==> config.mk <==
export PLATFORM = sky130hd
export DESIGN_NAME = ccd_clock_sequencer_flat
export DESIGN_NICKNAME = d
export VERILOG_FILES = /design/src/rtl/ccd_clock_sequencer_if.sv /design/src/rtl/ccd_clock_sequencer.sv /design/src/flat_wrapper.sv
export SDC_FILE = /design/constraint.sdc
export NUM_CORES = 1
export LEC_CHECK = 0
export ABC_AREA = 1
export CAP_MARGIN = 15
export CORE_MARGIN = 2
export CORE_UTILIZATION = 50
export CTS_CLUSTER_SIZE = 40
export DETAILED_ROUTE_END_ITERATION = 12
export GPL_ROUTABILITY_DRIVEN = 0
export GPL_TIMING_DRIVEN = 1
export PLACE_DENSITY = 0.85
export SKIP_LAST_GASP = 1
export SYNTH_ARGS = -nofsm -noshare
export SYNTH_HDL_FRONTEND = slang
export SYNTH_SLANG_ARGS = --single-unit
==> constraint.sdc <==
create_clock -name clk -period 2.2 [get_ports clk]
set_input_delay 0.66 -clock clk [delete_from_list [all_inputs] [get_ports clk]]
set_output_delay 0.66 -clock clk [all_outputs]
set_load 0.02 [all_outputs]
==> src/rtl/ccd_clock_sequencer_if.sv <==
// Control/config and clock-output bundle for ccd_clock_sequencer.
// Optional CCD_BINNING_EN adds the bin2 request bit.
interface ccd_clock_sequencer_if #(
  parameter int CNT_W = 8,
  parameter int PIX_W = 12
);
  logic             start;
  logic [CNT_W-1:0] integ_len;
  logic [CNT_W-1:0] half_per;
  logic [PIX_W-1:0] n_pix;
`ifdef CCD_BINNING_EN
  logic             bin2;
`endif
  logic             phi_p;
  logic             phi_l1;
  logic             phi_l2;
  logic             phi_r;
  logic             sample;
  logic             busy;
  logic             done;
  logic [PIX_W-1:0] pix_cnt;

  modport master (
`ifdef CCD_BINNING_EN
    output bin2,
`endif
    output start, integ_len, half_per, n_pix,
    input  phi_p, phi_l1, phi_l2, phi_r, sample, busy, done, pix_cnt
  );

  modport slave (
`ifdef CCD_BINNING_EN
    input  bin2,
`endif
    input  start, integ_len, half_per, n_pix,
    output phi_p, phi_l1, phi_l2, phi_r, sample, busy, done, pix_cnt
  );
endinterface

==> src/rtl/ccd_clock_sequencer.sv <==
// CCD frame clock sequencer: INTEG -> TRANSFER -> SHIFT (two-phase) -> DONE.
// Optional macro CCD_BINNING_EN enables 2x binning of reset/sample strobes.
module ccd_clock_sequencer #(
  parameter int CNT_W = 8,
  parameter int PIX_W = 12
) (
  input  logic clk,
  input  logic rst,
  ccd_clock_sequencer_if.slave bus
);
  localparam logic [2:0] S_IDLE  = 3'd0;
  localparam logic [2:0] S_INTEG = 3'd1;
  localparam logic [2:0] S_XFER  = 3'd2;
  localparam logic [2:0] S_SHIFT = 3'd3;
  localparam logic [2:0] S_DONE  = 3'd4;

  localparam logic [CNT_W-1:0] CNT_ONE = 1;
  localparam logic [PIX_W-1:0] PIX_ONE = 1;

  logic [2:0]       state_q, state_d;
  logic [CNT_W-1:0] cnt_q, cnt_d;
  logic [CNT_W-1:0] integ_q, integ_d;
  logic [CNT_W-1:0] half_q, half_d;
  logic [PIX_W-1:0] npix_q, npix_d;
  logic [PIX_W-1:0] pix_q, pix_d;
  logic             phb_q, phb_d;
`ifdef CCD_BINNING_EN
  logic             bin2_q, bin2_d;
`endif

  logic integ_last, half_last, pix_last, r_en, s_en;
  logic phi_p, phi_l1, phi_l2, phi_r, sample, done;

  // Zero-length settings behave as one cycle: cnt never leaves 0.
  assign integ_last = (integ_q == '0) || (cnt_q == integ_q - CNT_ONE);
  assign half_last  = (half_q  == '0) || (cnt_q == half_q  - CNT_ONE);
  assign pix_last   = (pix_q == npix_q - PIX_ONE);

`ifdef CCD_BINNING_EN
  // Pairs of pixels share one reset (first) and one sample (second or last).
  assign r_en = !bin2_q || !pix_q[0];
  assign s_en = !bin2_q ||  pix_q[0] || pix_last;
`else
  assign r_en = 1'b1;
  assign s_en = 1'b1;
`endif

  always_comb begin
    state_d = state_q;
    cnt_d   = cnt_q;
    integ_d = integ_q;
    half_d  = half_q;
    npix_d  = npix_q;
    pix_d   = pix_q;
    phb_d   = phb_q;
`ifdef CCD_BINNING_EN
    bin2_d  = bin2_q;
`endif
    phi_p   = 1'b0;
    phi_l1  = 1'b0;
    phi_l2  = 1'b0;
    phi_r   = 1'b0;
    sample  = 1'b0;
    done    = 1'b0;
    case (state_q)
      S_IDLE: begin
        if (bus.start) begin
          integ_d = bus.integ_len;
          half_d  = bus.half_per;
          npix_d  = bus.n_pix;
`ifdef CCD_BINNING_EN
          bin2_d  = bus.bin2;
`endif
          pix_d   = '0;
          cnt_d   = '0;
          phb_d   = 1'b0;
          state_d = S_INTEG;
        end
      end
      S_INTEG: begin
        phi_p = 1'b1;
        if (integ_last) begin
          cnt_d   = '0;
          state_d = S_XFER;
        end else begin
          cnt_d = cnt_q + CNT_ONE;
        end
      end
      S_XFER: begin
        phi_l1 = 1'b1;
        if (half_last) begin
          cnt_d   = '0;
          phb_d   = 1'b0;
          state_d = (npix_q == '0) ? S_DONE : S_SHIFT;
        end else begin
          cnt_d = cnt_q + CNT_ONE;
        end
      end
      S_SHIFT: begin
        if (!phb_q) begin
          phi_l1 = 1'b1;
          phi_r  = (cnt_q == '0) && r_en;
          if (half_last) begin
            cnt_d = '0;
            phb_d = 1'b1;
          end else begin
            cnt_d = cnt_q + CNT_ONE;
          end
        end else begin
          phi_l2 = 1'b1;
          if (half_last) begin
            sample = s_en;
            cnt_d  = '0;
            phb_d  = 1'b0;
            pix_d  = pix_q + PIX_ONE;
            if (pix_last) state_d = S_DONE;
          end else begin
            cnt_d = cnt_q + CNT_ONE;
          end
        end
      end
      S_DONE: begin
        done    = 1'b1;
        state_d = S_IDLE;
      end
      default: state_d = S_IDLE;
    endcase
  end

  always_ff @(posedge clk or posedge rst) begin
    if (rst) begin
      state_q <= S_IDLE;
      cnt_q   <= '0;
      integ_q <= '0;
      half_q  <= '0;
      npix_q  <= '0;
      pix_q   <= '0;
      phb_q   <= 1'b0;
`ifdef CCD_BINNING_EN
      bin2_q  <= 1'b0;
`endif
    end else begin
      state_q <= state_d;
      cnt_q   <= cnt_d;
      integ_q <= integ_d;
      half_q  <= half_d;
      npix_q  <= npix_d;
      pix_q   <= pix_d;
      phb_q   <= phb_d;
`ifdef CCD_BINNING_EN
      bin2_q  <= bin2_d;
`endif
    end
  end

  assign bus.phi_p   = phi_p;
  assign bus.phi_l1  = phi_l1;
  assign bus.phi_l2  = phi_l2;
  assign bus.phi_r   = phi_r;
  assign bus.sample  = sample;
  assign bus.done    = done;
  assign bus.busy    = (state_q != S_IDLE);
  assign bus.pix_cnt = pix_q;
endmodule

==> src/flat_wrapper.sv <==
// flat-port wrapper written by rule: the top's interface ports become plain ports
module ccd_clock_sequencer_flat 
#(
  parameter int CNT_W = 8,
  parameter int PIX_W = 12
)
  (clk, rst, bus_start, bus_integ_len, bus_half_per, bus_n_pix, bus_phi_p, bus_phi_l1, bus_phi_l2, bus_phi_r, bus_sample, bus_busy, bus_done, bus_pix_cnt);
  ccd_clock_sequencer_if #(.CNT_W(CNT_W), .PIX_W(PIX_W)) bus_i ();
  input  logic clk;
  input  logic rst;
  input wire logic [$bits(bus_i.start)-1:0] bus_start;
  input wire logic [$bits(bus_i.integ_len)-1:0] bus_integ_len;
  input wire logic [$bits(bus_i.half_per)-1:0] bus_half_per;
  input wire logic [$bits(bus_i.n_pix)-1:0] bus_n_pix;
  output wire logic [$bits(bus_i.phi_p)-1:0] bus_phi_p;
  output wire logic [$bits(bus_i.phi_l1)-1:0] bus_phi_l1;
  output wire logic [$bits(bus_i.phi_l2)-1:0] bus_phi_l2;
  output wire logic [$bits(bus_i.phi_r)-1:0] bus_phi_r;
  output wire logic [$bits(bus_i.sample)-1:0] bus_sample;
  output wire logic [$bits(bus_i.busy)-1:0] bus_busy;
  output wire logic [$bits(bus_i.done)-1:0] bus_done;
  output wire logic [$bits(bus_i.pix_cnt)-1:0] bus_pix_cnt;
  assign bus_i.start = bus_start;
  assign bus_i.integ_len = bus_integ_len;
  assign bus_i.half_per = bus_half_per;
  assign bus_i.n_pix = bus_n_pix;
  assign bus_phi_p = bus_i.phi_p;
  assign bus_phi_l1 = bus_i.phi_l1;
  assign bus_phi_l2 = bus_i.phi_l2;
  assign bus_phi_r = bus_i.phi_r;
  assign bus_sample = bus_i.sample;
  assign bus_busy = bus_i.busy;
  assign bus_done = bus_i.done;
  assign bus_pix_cnt = bus_i.pix_cnt;
  ccd_clock_sequencer #(.CNT_W(CNT_W), .PIX_W(PIX_W)) u_core (.clk(clk), .rst(rst), .bus(bus_i));
endmodule
* Word-level counts from Yosys, hierarchy flattened
Cells that the tools add are included.
** Word-level totals
- Register bits :: 52
- Input bits :: 31
** Cells by class
- Reduce and logical (&&, ||, !) cells :: 17
- Equality and inequality tests :: 13
- Add/subtract/negate cells :: 5
- Muxes and demuxes :: 32
** Operator list (number)
- $mux W12 :: 3
- $logic_not A8 Y1 :: 3
- $mux W8 :: 3
- $pmux W12 S2 :: 1
- $pmux W8 S3 :: 1
- $mux W3 :: 7
- $eq A8 B8 Y1 :: 2
- $sub A8 B1 Y8 const B :: 2
- $mux W1 :: 14
- $add A12 B1 Y12 const B :: 1
- $eq A12 B12 Y1 :: 1
- $logic_not A12 Y1 :: 1
- $pmux W3 S4 :: 1
- $sub A12 B1 Y12 const B :: 1
- $ne A2 B1 Y1 const B :: 5
- $reduce_bool A3 Y1 :: 3
- $add A8 B1 Y8 const B :: 1
- $eq A3 B2 Y1 const B :: 2
- $reduce_and A6 Y1 :: 1
- $reduce_and A2 Y1 :: 2
- $reduce_and A4 Y1 :: 1
- $eq A3 B1 Y1 const B :: 1
- $eq A3 B3 Y1 const B :: 1
- $logic_not A3 Y1 :: 1
- 7 further kinds :: 8

* Logic depth before layout (Yosys ltp)
- Depth after elaboration :: 6
- Mapped depth :: 17
- Gate-level depth less buffers :: 17

* Worst setup path after synthesis
Ideal clock, no wire load.
- Path kind :: register to output
- Start :: register u_core.half_q[0]
- End :: output port bus_sample
- Stages on the path, launching flop included :: 15
- Path slack :: -0.297 ns
- Arrival time :: 1.837 ns
- Required time :: 1.540 ns
- Cell sequence :: dfrtp_1 > inv_1 > ha_1 > nand2_1 > inv_1 > nor2_1 > nand3_1 > nor2_1 > nand2_1 > nor2_2 > nand2_2 > nand2_4 > ha_1 > inv_1 > nor2_1
** Between the ends
- Cells in the longest elaborated chain, start to end :: 6
- Elaborated cells on any way between the ends :: 7
- Classes of those cells :: 1 x add/sub; 1 x eq/ne; 3 x mux; 2 x reduce/logical
** Ends and longest elaborated chain
- from (decl) :: line ccd_clock_sequencer.sv:23 : logic [CNT_W-1:0] half_q, half_d;
- from (signal assigned) :: line ccd_clock_sequencer.sv:146 : half_q <= half_d;
- $sub A8 B1 Y8 :: line ccd_clock_sequencer.sv:36 : assign half_last = (half_q == '0) || (cnt_q == half_q - CNT_ONE);
- $eq A8 B8 Y1 :: line ccd_clock_sequencer.sv:36
- $logic_or A1 B1 Y1 (*) :: line ccd_clock_sequencer.sv:36
- $mux W1 (*) :: line ccd_clock_sequencer.sv:111 : if (half_last) begin
- $mux W1 (*) :: line ccd_clock_sequencer.sv:100 : if (!phb_q) begin
- $mux W1 (*) :: line ccd_clock_sequencer.sv:65 : case (state_q)
- to (decl) :: line flat_wrapper.sv:19 : output wire logic [$bits(bus_i.sample)-1:0] bus_sample;
Every way passes the cells marked *; elsewhere a longest branch is shown, timed or not.

* Final worst setup path
- Start :: register u_core.half_q[1]
- End :: output port bus_sample
The elaborated chain is that of the path after synthesis.

==> flow_metrics.env <==
export IMPL_status="finished, violations left"
export IMPL_violations="setup timing"
export IMPL_antenna_found_initial=0
export IMPL_rows=31
export IMPL_via_count=3778
export IMPL_clkSinkCount=52
export IMPL_power_leakage_nw=2.31
export IMPL_via_per_inst=5.21
export IMPL_yosysTopAreaCellShare_pct=35.8
export IMPL_critical_path_arrival_ns=2.03
export IMPL_ys_seq_elements=52
export IMPL_final_common_cell="nand2_1"
export IMPL_cp_end_kind="output port"
export IMPL_crit_family="simple AND/OR/NAND/NOR gates"
export IMPL_synth_top_area_cell="dfrtp_1"
export IMPL_rsz0062_at_grt="true"
export IMPL_yosysWarnings=0
export IMPL_cts_max_level=2
export IMPL_initial_core_util_pct=50.9
export IMPL_grt_pass1_vias=3809
export IMPL_dieArea_um2=7960
export IMPL_cts_buffer_depth=2
export IMPL_grt_pass1_wl_um=16200
export IMPL_core_um2=7140
export IMPL_finalWorstSetupSlack_ns=-0.488
export IMPL_maxCapViolations=0
export IMPL_ys_seq_area_share_pct=35.8
export IMPL_async_flop_share_pct=100
export IMPL_drc=0
export IMPL_hpwlAfterDp_um=7360
export IMPL_design_power_total_mw=1.68
export IMPL_path_buf_inv=4
export IMPL_routed_wl_um=9700
export IMPL_final_area_um2=4790
export IMPL_fin_setup_tns_ns=-0.488
export IMPL_ys_top_cells_by_area="dfrtp_1, nand2_1, nor2_1"
export IMPL_path_class="flop to output port"
export IMPL_gr_total_overflow=0
export IMPL_io_buffers=49
export IMPL_wl_per_cell_um=13.4
export IMPL_powerDensity_nw_per_um2=351
export IMPL_drive_gt1_share_pct=16.6
export IMPL_nFillCells=608
export IMPL_cp_slowest_cell="dfrtp_1"
export IMPL_syn_avg_cell_area_um2=6.91
export IMPL_max_vdd_ir_drop_uv=194
export IMPL_critPathMaxStageDelay_ns=0.40
export IMPL_ant_nets=0
export IMPL_hold_viol=0
export IMPL_cts_made_buffers=5
export IMPL_fin_crit_sh_pct=122
export IMPL_syn_to_final_growth_pct=32.0
export IMPL_synth_edff_count=0
export IMPL_clk_latency_ns=0.31
export IMPL_skew_ns=0.0114
export IMPL_critical_path_max_fanout=2
export IMPL_layout_common_cells="nand2_1, nor2_1, inv_1"
export IMPL_track_usage_pct=25.8
export IMPL_synthFlopType="dfrtp_1"
export IMPL_slew_headroom_pct=71.8
export IMPL_drt_first_pass_iters=5
export IMPL_fmax_mhz=372
export IMPL_num_nets_final=666
export IMPL_dp_cells=712
export IMPL_tightest_slew_ns=0.419
export IMPL_hold_path_class="flop to flop"
export IMPL_setup_viol=1
export IMPL_dpl_cell_area_um2=4620
export IMPL_die_width_um=89.2
export IMPL_instances_no_fill=725
export IMPL_start_kind="flop"
export IMPL_synthesis_area_um2=3630
export IMPL_yosysUniqueCellTypes=30
export IMPL_maxSlewViolCount=0
export IMPL_cts_tree="built"
export IMPL_grt_max_degree=53
export IMPL_drt_iter0_markers=195
export IMPL_chipHeight_um=89.2
export IMPL_pin_count=50
export IMPL_clk_pin_slew_ns=0.09
export IMPL_antenna_cells=0
export IMPL_synthesis_nets=567
export IMPL_syn_inst=526
export IMPL_crit_path_cell_trace="inv_2 -> ha_4 -> nand2_1 -> inv_1 -> nor2_1 -> nand3_1 -> nor2_1 -> nand2_1 -> nor2_2 -> nand2_2 -> nand2_4 -> ha_4 -> inv_1 -> nor2_4 -> buf_6"
export IMPL_crit_required_ns=1.54
export IMPL_cts_root_buf="clkbuf_8"
export IMPL_period_needed_ns=2.69
[metal layers]
layer / track usage [%] / part of all wire [%] / vias to the layer above
li1: - / - / 1872
met1: 29.6 / 41 / 1739
met2: 47.3 / 51 / 140
met3: 4.99 / 5.4 / 27
met4: 9.50 / 3.0 / 0
met5: 0 / 0 / -
[state kept, by name, summed over array words and instances (netlist names)]
register and flops:
u_core.npix_q 12, u_core.cnt_q 8, u_core.state_q 3, u_core.phb_q 1, u_core.integ_q 8, u_core.bus.pix_cnt 12, u_core.half_q 8
[synth_stat cells, types with 8 or more instances]
library cell  instances
dfrtp_1              52
nand2_1             133
o21ai_0              16
nand3_1              45
a21oi_1              27
xnor2_1               9
xor2_1               15
nor2_1               92
mux2_2                8
nand4_1               9
nor3_1                9
inv_1                66
ha_1                 10
[power breakdown]
| group | leakage (nW) | internal, mW | switching [mW] |
|---|---|---|---|
| Sequential | 0.591 | 0.955 | 0 |
| Combinational | 1.67 | 0.0502 | 0.0265 |
| Clock | 0.0552 | 0.338 | 0.312 |
[worst min-delay path, delay by kind of cell (launching register included)]
kind	cells	cell delay, ns
buffers and inverters	1	0.06
AO/OA/AOI/OAI	1	0.05
flip-flops	1	0.42
[layout make-up]
cell class                      count  area, µm²  share of cell area [%]
Timing Repair Buffer               99        887                    18.5
Multi-Input combinational cell    398       2110                    44.1
Inverter                           69        262                    5.45
Sequential cell                    52       1300                    27.1
Clock inverter                      2       35.0                   0.731
Clock buffer                        6       72.6                    1.51
Tap cell                           99        124                    2.58
[cells by family after synthesis]
group / count (synthesis) / synth area share [%]
and+or+nand+nor: 306 / 36.7
AOI/OAI and AO/OA: 49 / 7.03
DFF: 52 / 35.8
muxes: 8 / 2.48
adders and majority gates: 10 / 3.44
buffers and inverters: 76 / 8.13
xor gates and xnor gates: 25 / 6.44
[timing repair]
item                       CTS  global route
hold buffers                 0             0
setup buffers                2             6
pin swaps                    5             2
gates resized for setup     32            16
setup endpoints to repair    7            13
[through the flow]
stage               setup slack, ns  hold slack (ns)  util, %
floorplan                   -0.0862            0.505        -
detailed placement           -0.610            0.559     64.7
global placement             -0.571            0.546     64.7
global route                 -0.614            0.595     67.2
CTS                          -0.468            0.574     66.5
finish                       -0.488            0.570     67.2
[path summary, 6_finish.rpt]
| kind | from | end | slack [ns] | cells after the start |
|---|---|---|---|---|
| setup / recovery | u_core.half_q[1] | bus_sample | -0.49 | 15 |
| hold / removal | u_core.integ_q[6] | u_core.integ_q[6] | 0.57 | 2 |
| setup reg to reg | u_core.half_q[1] | u_core.bus.pix_cnt[5] | 0.15 | 16 |
| hold reg to reg | u_core.integ_q[6] | u_core.integ_q[6] | 0.57 | 2 |
| max in group asynchronous | rst | u_core.bus.pix_cnt[7] | 1.25 | 3 |
| min in group asynchronous | rst | u_core.half_q[3] | 0.70 | 3 |
Note: power is estimated with default switching activity, not from simulation.
